File: src/rtl/image_loader.sv
// image_loader: fills the display framebuffer from a raster-ordered byte
// stream. One write per accepted byte at sequential addresses, with a stall
// timeout so a broken stream cannot leave the loader stuck in LOAD.
//
// Optional build macro IMAGE_LOADER_CHECKSUM_EN: when defined, checksum is a
// registered mod-256 sum of the bytes accepted since the last start. When it
// is not defined, checksum is tied to zero and the port list is unchanged.
//
// state    | meaning
// ---------+-----------------------------------------------------------
// ST_IDLE  | waiting for start after reset
// ST_LOAD  | accepting bytes, one framebuffer write per handshake
// ST_DONE  | last pixel written, frame complete; start reloads
// ST_ERROR | stream stalled for TIMEOUT_CYCLES; start reloads

module image_loader #(
   parameter int IMAGE_WIDTH    = 400,
   parameter int IMAGE_HEIGHT   = 400,
   parameter int ADDR_W         = 19,
   parameter int TIMEOUT_CYCLES = 50_000_000
) (
   input  logic              clk,
   input  logic              rst_n,
   input  logic              start,
   input  logic [7:0]        in_data,
   input  logic              in_valid,
   output logic              in_ready,
   output logic              wr_en,
   output logic [ADDR_W-1:0] wr_addr,
   output logic [7:0]        wr_data,
   output logic              busy,
   output logic              done,
   output logic              error,
   output logic [7:0]        checksum
);

   localparam int TO_W = (TIMEOUT_CYCLES > 1) ? $clog2(TIMEOUT_CYCLES) : 1;
   localparam logic [ADDR_W-1:0] PIX_LAST = ADDR_W'(IMAGE_WIDTH * IMAGE_HEIGHT - 1);
   localparam logic [TO_W-1:0]   TO_LAST  = TO_W'(TIMEOUT_CYCLES - 1);

   typedef enum logic [1:0] {
      ST_IDLE  = 2'd0,
      ST_LOAD  = 2'd1,
      ST_DONE  = 2'd2,
      ST_ERROR = 2'd3
   } state_t;

   state_t            state;
   state_t            state_nxt;
   logic [ADDR_W-1:0] pix_cnt;
   logic [TO_W-1:0]   to_cnt;
   logic              hs;
   logic              pix_last;
   logic              to_hit;

   // A restart cycle never accepts a byte, so start masks ready.
   assign in_ready = (state == ST_LOAD) && !start;
   assign hs       = in_valid && in_ready;
   assign pix_last = (pix_cnt == PIX_LAST);
   assign to_hit   = (to_cnt == TO_LAST);

   assign busy  = (state == ST_LOAD);
   assign done  = (state == ST_DONE);
   assign error = (state == ST_ERROR);

   // State register.
   always_ff @(posedge clk or negedge rst_n) begin
      if (!rst_n) begin
         state <= ST_IDLE;
      end else begin
         state <= state_nxt;
      end
   end

   // Next state: start wins over handshake and timeout in every state.
   always_comb begin
      state_nxt = state;
      case (state)
         ST_LOAD: begin
            if (start) begin
               state_nxt = ST_LOAD;
            end else if (hs && pix_last) begin
               state_nxt = ST_DONE;
            end else if (!hs && to_hit) begin
               state_nxt = ST_ERROR;
            end
         end
         default: begin
            if (start) begin
               state_nxt = ST_LOAD;
            end
         end
      endcase
   end

   // Pixel/timeout counters and the registered write port.
   always_ff @(posedge clk or negedge rst_n) begin
      if (!rst_n) begin
         pix_cnt <= '0;
         to_cnt  <= '0;
         wr_en   <= 1'b0;
         wr_addr <= '0;
         wr_data <= 8'h00;
      end else begin
         wr_en <= 1'b0;
         if (start) begin
            pix_cnt <= '0;
            to_cnt  <= '0;
         end else if (state == ST_LOAD) begin
            if (hs) begin
               wr_en   <= 1'b1;
               wr_addr <= pix_cnt;
               wr_data <= in_data;
               pix_cnt <= pix_cnt + ADDR_W'(1);
               to_cnt  <= '0;
            end else if (!to_hit) begin
               to_cnt <= to_cnt + TO_W'(1);
            end
         end
      end
   end

`ifdef IMAGE_LOADER_CHECKSUM_EN
   logic [7:0] csum;

   // Running sum of accepted bytes, updated on the same edge as the write.
   always_ff @(posedge clk or negedge rst_n) begin
      if (!rst_n) begin
         csum <= 8'h00;
      end else if (start) begin
         csum <= 8'h00;
      end else if (hs) begin
         csum <= csum + in_data;
      end
   end

   assign checksum = csum;
`else
   assign checksum = 8'h00;
`endif

endmodule

File: config.mk
export PLATFORM = sky130hd
export DESIGN_NAME = image_loader
export DESIGN_NICKNAME = d
export VERILOG_FILES = /design/src/rtl/image_loader.sv
export SDC_FILE = /design/constraint.sdc
export NUM_CORES = 1
export LEC_CHECK = 0
export CORE_UTILIZATION = 54
export DETAILED_ROUTE_END_ITERATION = 8
export PLACE_DENSITY = 0.79
export SLEW_MARGIN = 20
export SYNTH_ARGS = -nofsm -noshare
export SYNTH_HDL_FRONTEND = slang
export SYNTH_SLANG_ARGS = --single-unit
File: constraint.sdc
create_clock -name clk -period 2.5 [get_ports clk]
set_clock_uncertainty 0.15 [all_clocks]
set_input_delay 0.25 -clock clk [delete_from_list [all_inputs] [get_ports clk]]
set_output_delay 0.25 -clock clk [all_outputs]
set_load 0.02 [all_outputs]
==> results of run 1 <==
## worst max path at each step
stage,cells past startpoint,start,end,slack (ns)
2_1_floorplan,7,to_cnt[0]$_DFFE_PN0P_,to_cnt[18]$_DFFE_PN0P_,0.20
5_1_grt,6,to_cnt[0]$_DFFE_PN0P_,to_cnt[18]$_DFFE_PN0P_,0.02
6_report,6,to_cnt[0]$_DFFE_PN0P_,to_cnt[18]$_DFFE_PN0P_,0.11
3_5_place_dp,5,start,to_cnt[19]$_DFFE_PN0P_,0.10
3_3_place_gp,6,start,to_cnt[25]$_DFFE_PN0P_,0.17
4_1_cts,6,to_cnt[0]$_DFFE_PN0P_,to_cnt[18]$_DFFE_PN0P_,0.12
## sequential cells by signal, indices dropped and copies added (netlist names)
register	count
state	2
wr_addr	19
wr_en	1
to_cnt	26
pix_cnt	19
wr_data	8
## kinds of logic after synthesis
| group | after synthesis | share of synthesized area |
|---|---|---|
| buffers and inverters | 34 | 0.0438 |
| muxes | 2 | 0.00552 |
| other | 1 | 0.00103 |
| xor gates and xnor gates | 23 | 0.0555 |
| AOI/OAI and AO/OA | 51 | 0.0814 |
| DFF | 75 | 0.517 |
| adders and majority gates | 2 | 0.00690 |
| and+or+nand+nor | 221 | 0.288 |
## synth_stat cells (4+ instances only)
cell type / number
nand2_1: 105
nor3_1: 10
or4_1: 4
a21oi_1: 17
inv_1: 9
dfrtp_1: 75
or3_1: 16
clkbuf_1: 12
xnor2_1: 13
nor4b_1: 5
nor4_1: 8
xor2_1: 10
nand4_1: 10
nand3_1: 12
buf_4: 8
nor2_1: 33
o21ai_0: 21
## power groups by stage
stage,logic (uW),registers [uW],clock network [uW]
3_3_place_gp,202,1280,0
2_1_floorplan,77.1,1310,0
3_5_place_dp,206,1280,0
4_1_cts,209,1260,824
5_1_grt,225,1260,869
6_report,205,1260,811
## cell type report
cell class / count / area (um2) / area share
clock buffer: 10 / 138 / 0.0317
inverter: 11 / 41.3 / 0.00950
tap: 77 / 96.3 / 0.0222
sequential: 75 / 1880 / 0.432
timing repair buffer: 58 / 543 / 0.125
clock inverter: 5 / 30.0 / 0.00691
multi-input combinational: 307 / 1620 / 0.373
## metrics by stage
| step | total power [uW] | instance area, um2 | hold WS (ns) | std cells |
|---|---|---|---|---|
| finish | 2270 | 4350 | 0.283 | 543 |
| global placement | 1480 | 4170 | 0.124 | 527 |
| CTS | 2290 | 4340 | 0.277 | 543 |
| floorplan | 1380 | 3650 | -0.196 | 416 |
| detailed placement | 1490 | 4170 | 0.132 | 527 |
| global route | 2350 | 4350 | 0.290 | 543 |
## metal layers
layer  vias to the layer above  part of all wire  wire [um]
li1                       1482                 -          -
met1                      1479              0.48       3820
met2                        77              0.47       3710
met3                        10             0.042        334
met4                         0             0.012         95
met5                         -                 0          0
## tightest hold or removal path: cells and delay by family
kind          cells  cell delay [ns]
simple gates      2             0.09
buf+inv           1             0.40
## timing repair
| action | in CTS | in global routing |
|---|---|---|
| endpoints found under the setup margin | 0 | 1 |
| hold buffers | 1 | 0 |
| resized for setup | 0 | 1 |
| endpoints found under the hold margin | 42 | 0 |
==> flow_metrics.py, run 1 <==
metrics = {
    "outcome": {
        "status": "finished, violations left",
        "failed_checks": "DRC",
    },
    "worst_setup_path": {
        "cp_data_arrival_time_ns": 2.51,
        "cpMaxStageDelayCell": "or4_1",
        "cp_top_family": "simple AND/OR/NAND/NOR gates",
        "cp_common_cell": "or3_1",
        "r2r_start": "to_cnt[0]$_DFFE_PN0P_",
        "critPathRequiredTime_ns": 2.62,
        "path_cells": "ha_1, nand2_1, or4_1, or3_1, or3_1, a21oi_1",
        "rr_worst_depth": 6,
        "start_kind": "flop",
        "path_class": "reg -> reg",
        "critical_path_peak_fanout": 5,
        "critPathMaxStageDelay_ns": 0.57,
        "end_kind": "flop",
        "rr_endpoint": "to_cnt[18]$_DFFE_PN0P_",
        "cp_num_buf_inv": 0,
        "regToRegSetupSlack_ns": 0.11,
    },
    "synth": {
        "synth-edff-count": 0,
        "yosysTopAreaCellShare": 0.517,
        "postSynthCellCount": 409,
        "ys_types": 43,
        "ys.warnings.count": 0,
        "synth_top_area_cell": "dfrtp_1",
        "ys_ff_latch": 75,
        "synth.area.top_cells": "dfrtp_1 (52%), nand2_1 (11%), nor2_1 (3.4%), xnor2_1 (3.1%), o21ai_0 (2.9%)",
        "synth_area_per_cell_um2": 8.87,
        "synth_ff_type": "dfrtp_1",
        "seq_area_frac_synth": 0.517,
        "synthArstFlopShare": 1.00,
        "syn_area_um2": 3630,
    },
    "grt": {
        "overflow": 0,
        "grt_pass1_wl_um": 13500,
        "track_usage": 0.241,
        "grt_pass1_vias": 2834,
        "use_met2": 0.373,
        "grt_util_met3": 0.0366,
        "grt_max_degree": 45,
        "antenna_found_initial": 0,
        "met1_usage": 0.347,
        "busiest_layer": "met2",
    },
    "floorplanning": {
        "core-area_um2": 6420,
        "fp.dieW_um": 84.0,
        "die_y_um": 84.0,
        "num_rows": 29,
        "boundaryPins": 52,
        "initial_utilization": 0.565,
        "die_area_um2": 7050,
    },
    "pwr": {
        "p_leak_uw": 0.00188,
        "ir_worst_vdd_mv": 0.383,
        "pwr-share-clk": 0.357,
        "power.density_nw_per_um2": 523,
        "switching_share": 0.255,
        "switchingPower_uw": 580,
        "seqPwrFrac": 0.553,
        "power.internal_uw": 1690,
        "combPwrFrac": 0.090,
    },
    "timing": {
        "finalSetupTns_ns": 0,
        "rsz0062_at_grt": "false",
        "maxSlewViolCount": 0,
        "final.period_utilization": 0.957,
        "fin_ws_ns": 0.107,
        "hold_viol_final": 0,
        "worst_pin_slew_ns": 0.759,
        "setup_violations": 0,
        "min_period_ns": 2.39,
        "max_freq_mhz": 418,
        "relSlewSlack": 0.489,
    },
    "flow_run": {
        "maxCapViolations": 0,
    },
    "drt": {
        "drcViolationCount": 2,
        "dr.pass1.iters": 6,
        "viasPerCell": 5.61,
        "wl_um": 7960,
        "via_count": 3048,
        "antenna_left": 0,
        "detail_route.iter0.violations": 237,
        "wire_per_inst_um": 14.7,
    },
    "clock_tree": {
        "cts-root-buf": "clkbuf_8",
        "cts_tree": "yes",
        "cts.path.max_buffers": 2,
        "clkSinkCount": 75,
        "path_clk_slew_ns": 0.08,
        "insertion_delay_ns": 0.34,
        "cts_max_level": 3,
        "cts_setup_buffers": 0,
        "numCtsBuffers": 9,
    },
    "final_layout": {
        "final_common_cell": "nand2_1",
        "drive_gt1_frac": 0.0794,
        "fillers": 520,
        "nets": 476,
        "antennaDiodeCount": 0,
        "fin_util": 0.677,
        "syn_to_final_growth_pct": 19.9,
        "layout_common_cells": "nand2_1 (105), dfrtp_1 (75), clkdlybuf4s50_1 (42), nor2_1 (33), o21ai_0 (21)",
    },
    "place": {
        "dp_hpwl_um": 5580,
        "dp_slack_ns": 0.101,
        "gp_congestion": 0.969,
        "numPortBuffers": 43,
    },
    "hold_path": {
        "hold_start": "in_data[0]",
        "holdPathEnd": "wr_data[0]$_DFFE_PN0P_",
        "hold_class": "in -> reg",
        "holdPathStages": 3,
    },
}
Power figures use the tool's default switching activity.
==> run 2, diff against run 1 <==
Settings changed: CORE_MARGIN set to 2, HOLD_SLACK_MARGIN set to 0.02.
==> flow_metrics.py, run 2 (same netlist as run 1, synthesis figures left out) <==
metrics = {
    "clock_tree": {
        "cts_tree": "yes",
        "cts_setup_buffers": 0,
        "clkSinkCount": 75,
        "cts-root-buf": "clkbuf_8",
        "cts.path.max_buffers": 2,
        "numCtsBuffers": 9,
        "path_clk_slew_ns": 0.08,
        "cts_max_level": 3,
        "insertion_delay_ns": 0.36,
    },
    "final_layout": {
        "reg.largest.list": "to_cnt x26, pix_cnt x19, wr_addr x19",
        "fin_util": 0.685,
        "nets": 476,
        "syn_to_final_growth_pct": 21.2,
        "design_area_um2": 4400,
        "drive_gt1_frac": 0.0814,
        "final_common_cell": "nand2_1",
        "layout_common_cells": "nand2_1 (105), dfrtp_1 (75), clkdlybuf4s50_1 (42), nor2_1 (33), o21ai_0 (21)",
        "antennaDiodeCount": 0,
        "fillers": 509,
        "largest_reg_flops": 26,
        "top_register": "to_cnt",
    },
    "grt": {
        "antenna_found_initial": 0,
        "grt_pass1_wl_um": 13800,
        "track_usage": 0.236,
        "grt_max_degree": 76,
        "overflow": 0,
        "grt_pass1_vias": 2921,
    },
    "worst_setup_path": {
        "end_kind": "flop",
        "cp_common_cell": "or3_1",
        "critical_path_peak_fanout": 7,
        "path_class": "reg -> reg",
        "start_kind": "flop",
        "cp_num_buf_inv": 0,
        "path_cells": "nand4_1, or4_1, or3_1, or3_1, a21oi_1",
        "cp_data_arrival_time_ns": 2.52,
        "critPathMaxStageDelay_ns": 0.65,
        "critPathRequiredTime_ns": 2.63,
        "cpMaxStageDelayCell": "or4_1",
        "cp_top_family": "simple AND/OR/NAND/NOR gates",
    },
    "timing": {
        "hold_viol_final": 0,
        "max_freq_mhz": 418,
        "finalSetupTns_ns": 0,
        "maxSlewViolCount": 0,
        "setup_violations": 0,
        "fin_ws_ns": 0.107,
        "rsz0062_at_grt": "false",
        "min_period_ns": 2.39,
        "holdWs_ns": 0.266,
        "final.period_utilization": 0.957,
        "relSlewSlack": 0.394,
        "worst_pin_slew_ns": 0.909,
    },
    "drt": {
        "dr.pass1.iters": 5,
        "drcViolationCount": 0,
        "wl_um": 8050,
        "detail_route.iter0.violations": 269,
        "via_count": 3044,
        "viasPerCell": 5.60,
        "wire_per_inst_um": 14.8,
        "antenna_left": 0,
    },
    "floorplanning": {
        "num_rows": 29,
        "initial_utilization": 0.565,
        "die_y_um": 86.0,
        "boundaryPins": 52,
        "core-area_um2": 6420,
        "fp.dieW_um": 86.0,
        "die_area_um2": 7390,
    },
    "pwr": {
        "power.density_nw_per_um2": 553,
        "combPwrFrac": 0.083,
        "switching_share": 0.254,
        "seqPwrFrac": 0.517,
        "switchingPower_uw": 618,
        "pwr-share-clk": 0.400,
        "ir_worst_vdd_mv": 0.471,
        "power.internal_uw": 1810,
        "p_leak_uw": 0.00190,
    },
    "flow_run": {
        "maxCapViolations": 0,
    },
    "place": {
        "gp_congestion": 0.972,
        "numPortBuffers": 43,
        "dp_slack_ns": 0.142,
        "dp_hpwl_um": 5490,
        "dpl_cell_area_um2": 4170,
    },
    "hold_path": {
        "hold_class": "in -> reg",
    },
    "outcome": {
        "status": "finished, final reports clean",
    },
}
[run 2: what timing repair did]
action                                  CTS  global route
resized for setup                         0             2
hold buffers                              1             0
endpoints found under the setup margin    0             1
endpoints found under the hold margin    75             0
[run 2: power by group through the flow]
| stage | clock (uW) | sequential, uW | combinational, uW |
|---|---|---|---|
| finish | 973 | 1260 | 203 |
| global route | 1050 | 1260 | 224 |
| CTS | 994 | 1260 | 206 |
| detailed placement | 0 | 1280 | 204 |
| global placement | 0 | 1280 | 201 |
| floorplan | 0 | 1310 | 77.1 |
[run 2: through the flow]
stage | power [uW] | cells
finish | 2430 | 544
global route | 2540 | 544
CTS | 2460 | 544
detailed placement | 1480 | 527
global placement | 1480 | 527
floorplan | 1380 | 416
[run 2: per-layer routing]
| metal | global-route usage | vias up | routed length [um] |
|---|---|---|---|
| li1 | - | 1488 | - |
| met1 | 0.333 | 1459 | 3720 |
| met2 | 0.351 | 81 | 3820 |
| met3 | 0.0558 | 16 | 360 |
| met4 | 0.0981 | 0 | 158 |
| met5 | 0 | - | 0 |
[run 2: final cells by class]
| type | count | area [um2] | area share |
|---|---|---|---|
| sequential | 75 | 1880 | 0.427 |
| multi-input combinational | 307 | 1630 | 0.371 |
| timing repair buffer | 58 | 543 | 0.123 |
| clock buffer | 10 | 138 | 0.0313 |
| tap | 77 | 96.3 | 0.0219 |
| clock inverter | 6 | 72.6 | 0.0165 |
| inverter | 11 | 41.3 | 0.00939 |
[run 2: final timing paths]
kind / startpoint / endpoint / slack, ns / cells past startpoint
worst max-delay path: to_cnt[6]$_DFFE_PN0P_ / to_cnt[19]$_DFFE_PN0P_ / 0.11 / 5
worst min-delay path: in_data[1] / wr_data[1]$_DFFE_PN0P_ / 0.27 / 3
worst max register to register: to_cnt[6]$_DFFE_PN0P_ / to_cnt[19]$_DFFE_PN0P_ / 0.11 / 5
worst min register to register: wr_addr[6]$_DFFE_PN0P_ / wr_addr[6]$_DFFE_PN0P_ / 0.33 / 2
max in group asynchronous: rst_n / pix_cnt[13]$_DFFE_PN0P_ / 1.20 / 2
min in group asynchronous: rst_n / to_cnt[22]$_DFFE_PN0P_ / 0.40 / 2
[run 2: tightest hold or removal path, delay by kind of cell]
kind | cells | cell delay [ns]
buffers and inverters | 1 | 0.39
and+or+nand+nor | 2 | 0.09
==> run 3, diff against run 2 <==
Settings changed: CORE_UTILIZATION 54 to 55, HOLD_SLACK_MARGIN 0.02 to not set, PLACE_DENSITY 0.79 to 0.87.
Clock period 2.5 ns to 3 ns, I/O delays scaled along.
==> flow_metrics.py, run 3 (same netlist as run 1, synthesis figures left out) <==
metrics = {
    "place": {
        "gp_congestion": 0.900,
        "dp_hpwl_um": 5640,
        "numPortBuffers": 43,
    },
    "worst_setup_path": {
        "critPathRequiredTime_ns": 3.13,
        "cp_data_arrival_time_ns": 2.65,
        "start_kind": "flop",
        "rr_worst_depth": 6,
        "path_cells": "ha_1, nand2_1, or4_1, or3_1, or3_1, a21oi_1",
        "rr_endpoint": "to_cnt[18]$_DFFE_PN0P_",
        "crit_start": "to_cnt[0]$_DFFE_PN0P_",
        "critPathMaxStageDelay_ns": 0.68,
        "path_class": "reg -> reg",
        "regToRegSetupSlack_ns": 0.49,
        "critical_path_peak_fanout": 9,
        "cpMaxStageDelayCell": "or4_1",
        "cp_common_cell": "or3_1",
        "r2r_start": "to_cnt[0]$_DFFE_PN0P_",
        "worstSetupEndpoint": "to_cnt[18]$_DFFE_PN0P_",
        "end_kind": "flop",
    },
    "pwr": {
        "seqPwrFrac": 0.543,
        "power.internal_uw": 1420,
        "switching_share": 0.262,
        "combPwrFrac": 0.089,
        "pwr-share-clk": 0.367,
        "switchingPower_uw": 505,
        "p_leak_uw": 0.00186,
        "power.density_nw_per_um2": 445,
        "ir_worst_vdd_mv": 0.407,
    },
    "floorplanning": {
        "core-area_um2": 6350,
        "initial_utilization": 0.571,
        "num_rows": 29,
        "die_area_um2": 7260,
        "die_y_um": 85.2,
        "fp.dieW_um": 85.2,
        "boundaryPins": 52,
    },
    "drt": {
        "viasPerCell": 5.74,
        "via_count": 3108,
        "wl_um": 8050,
        "antenna_left": 0,
        "drcViolationCount": 0,
        "wire_per_inst_um": 14.9,
        "dr.pass1.iters": 5,
        "detail_route.iter0.violations": 264,
    },
    "clock_tree": {
        "cts_max_level": 3,
        "cts_setup_buffers": 0,
        "path_clk_slew_ns": 0.08,
        "cts-root-buf": "clkbuf_8",
        "clkSinkCount": 75,
        "numCtsBuffers": 9,
        "insertion_delay_ns": 0.35,
        "cts_tree": "yes",
        "cts_resized": 0,
        "cts.path.max_buffers": 2,
    },
    "final_layout": {
        "top_register": "to_cnt",
        "reg.largest.list": "to_cnt x26, pix_cnt x19, wr_addr x19",
        "layout_common_cells": "nand2_1 (105), dfrtp_1 (75), clkdlybuf4s50_1 (42), nor2_1 (33), o21ai_0 (21)",
        "syn_to_final_growth_pct": 19.4,
        "fin_util": 0.682,
        "largest_reg_flops": 26,
        "antennaDiodeCount": 0,
        "drive_gt1_frac": 0.0711,
        "final_common_cell": "nand2_1",
        "nets": 473,
    },
    "grt": {
        "antenna_found_initial": 0,
        "grt_util_met3": 0.0623,
        "use_met2": 0.355,
        "busiest_layer": "met2",
        "grt_max_degree": 33,
        "track_usage": 0.234,
        "grt_pass1_vias": 2903,
        "grt_pass1_wl_um": 13400,
        "met1_usage": 0.326,
        "overflow": 0,
    },
    "timing": {
        "max_freq_mhz": 398,
        "hold_viol_final": 0,
        "finalSetupTns_ns": 0,
        "min_period_ns": 2.51,
        "worst_pin_slew_ns": 0.702,
        "rsz0062_at_grt": "false",
        "relSlewSlack": 0.532,
        "final.period_utilization": 0.838,
        "maxSlewViolCount": 0,
        "setup_violations": 0,
    },
    "hold_path": {
        "hold_class": "in -> reg",
    },
    "flow_run": {
        "maxCapViolations": 0,
    },
    "outcome": {
        "status": "finished, final reports clean",
    },
}
[run 3: worst min path at each step]
| stage | depth (start not counted) | end | start | slack [ns] |
|---|---|---|---|---|
| 6_report | 3 | wr_data[6]$_DFFE_PN0P_ | in_data[6] | 0.32 |
| 5_1_grt | 3 | wr_data[5]$_DFFE_PN0P_ | in_data[5] | 0.31 |
| 4_1_cts | 3 | wr_data[6]$_DFFE_PN0P_ | in_data[6] | 0.31 |
| 3_5_place_dp | 1 | to_cnt[4]$_DFFE_PN0P_ | rst_n | 0.24 |
| 3_3_place_gp | 1 | to_cnt[13]$_DFFE_PN0P_ | rst_n | 0.23 |
| 2_1_floorplan | 0 | pix_cnt[0]$_DFFE_PN0P_ | rst_n | -0.15 |
[run 3: power by group through the flow]
| stage | logic, uW | clock network, uW | registers, uW |
|---|---|---|---|
| after floorplan | 64.2 | 0 | 1090 |
| after global placement | 169 | 0 | 1070 |
| after detailed placement | 173 | 0 | 1070 |
| after CTS | 175 | 723 | 1050 |
| after global routing | 189 | 769 | 1050 |
| final | 172 | 708 | 1050 |
[run 3: metrics by stage]
step	hold slack, ns	cells	worst slack (ns)	power [uW]	cell area, um2
final	0.320	541	0.487	1930	4330
after global routing	0.312	541	0.330	2010	4330
after CTS	0.309	541	0.498	1950	4330
after detailed placement	0.240	524	0.516	1240	4140
after global placement	0.232	524	0.542	1240	4140
after floorplan	-0.146	416	0.698	1150	3650
[run 3: critical path: cells and delay by family (launching register included)]
kind	cells	cell delay, ns
simple gates	4	1.52
flops	1	0.41
fa+ha+maj	1	0.22
compound gates	1	0.15
[run 3: area by class of cell]
| class | count | area (um2) |
|---|---|---|
| fill | 481 | 2020 |
| sequential | 75 | 1880 |
| multi-input combinational | 307 | 1620 |
| timing repair buffer | 55 | 518 |
| clock buffer | 11 | 141 |
| tap | 77 | 96.3 |
| inverter | 11 | 41.3 |
| clock inverter | 5 | 37.5 |
[run 3: what timing repair did]
| item | in CTS | in global routing |
|---|---|---|
| setup endpoints to repair | 0 | 0 |
| hold buffers | 1 | 0 |
| endpoints found under the hold margin | 30 | 0 |
[run 3: layer usage]
metal  share of wire  routed length, um
met1            0.45               3600
met3           0.060                480
met5               0                  0
met2            0.47               3820
met4           0.019                150
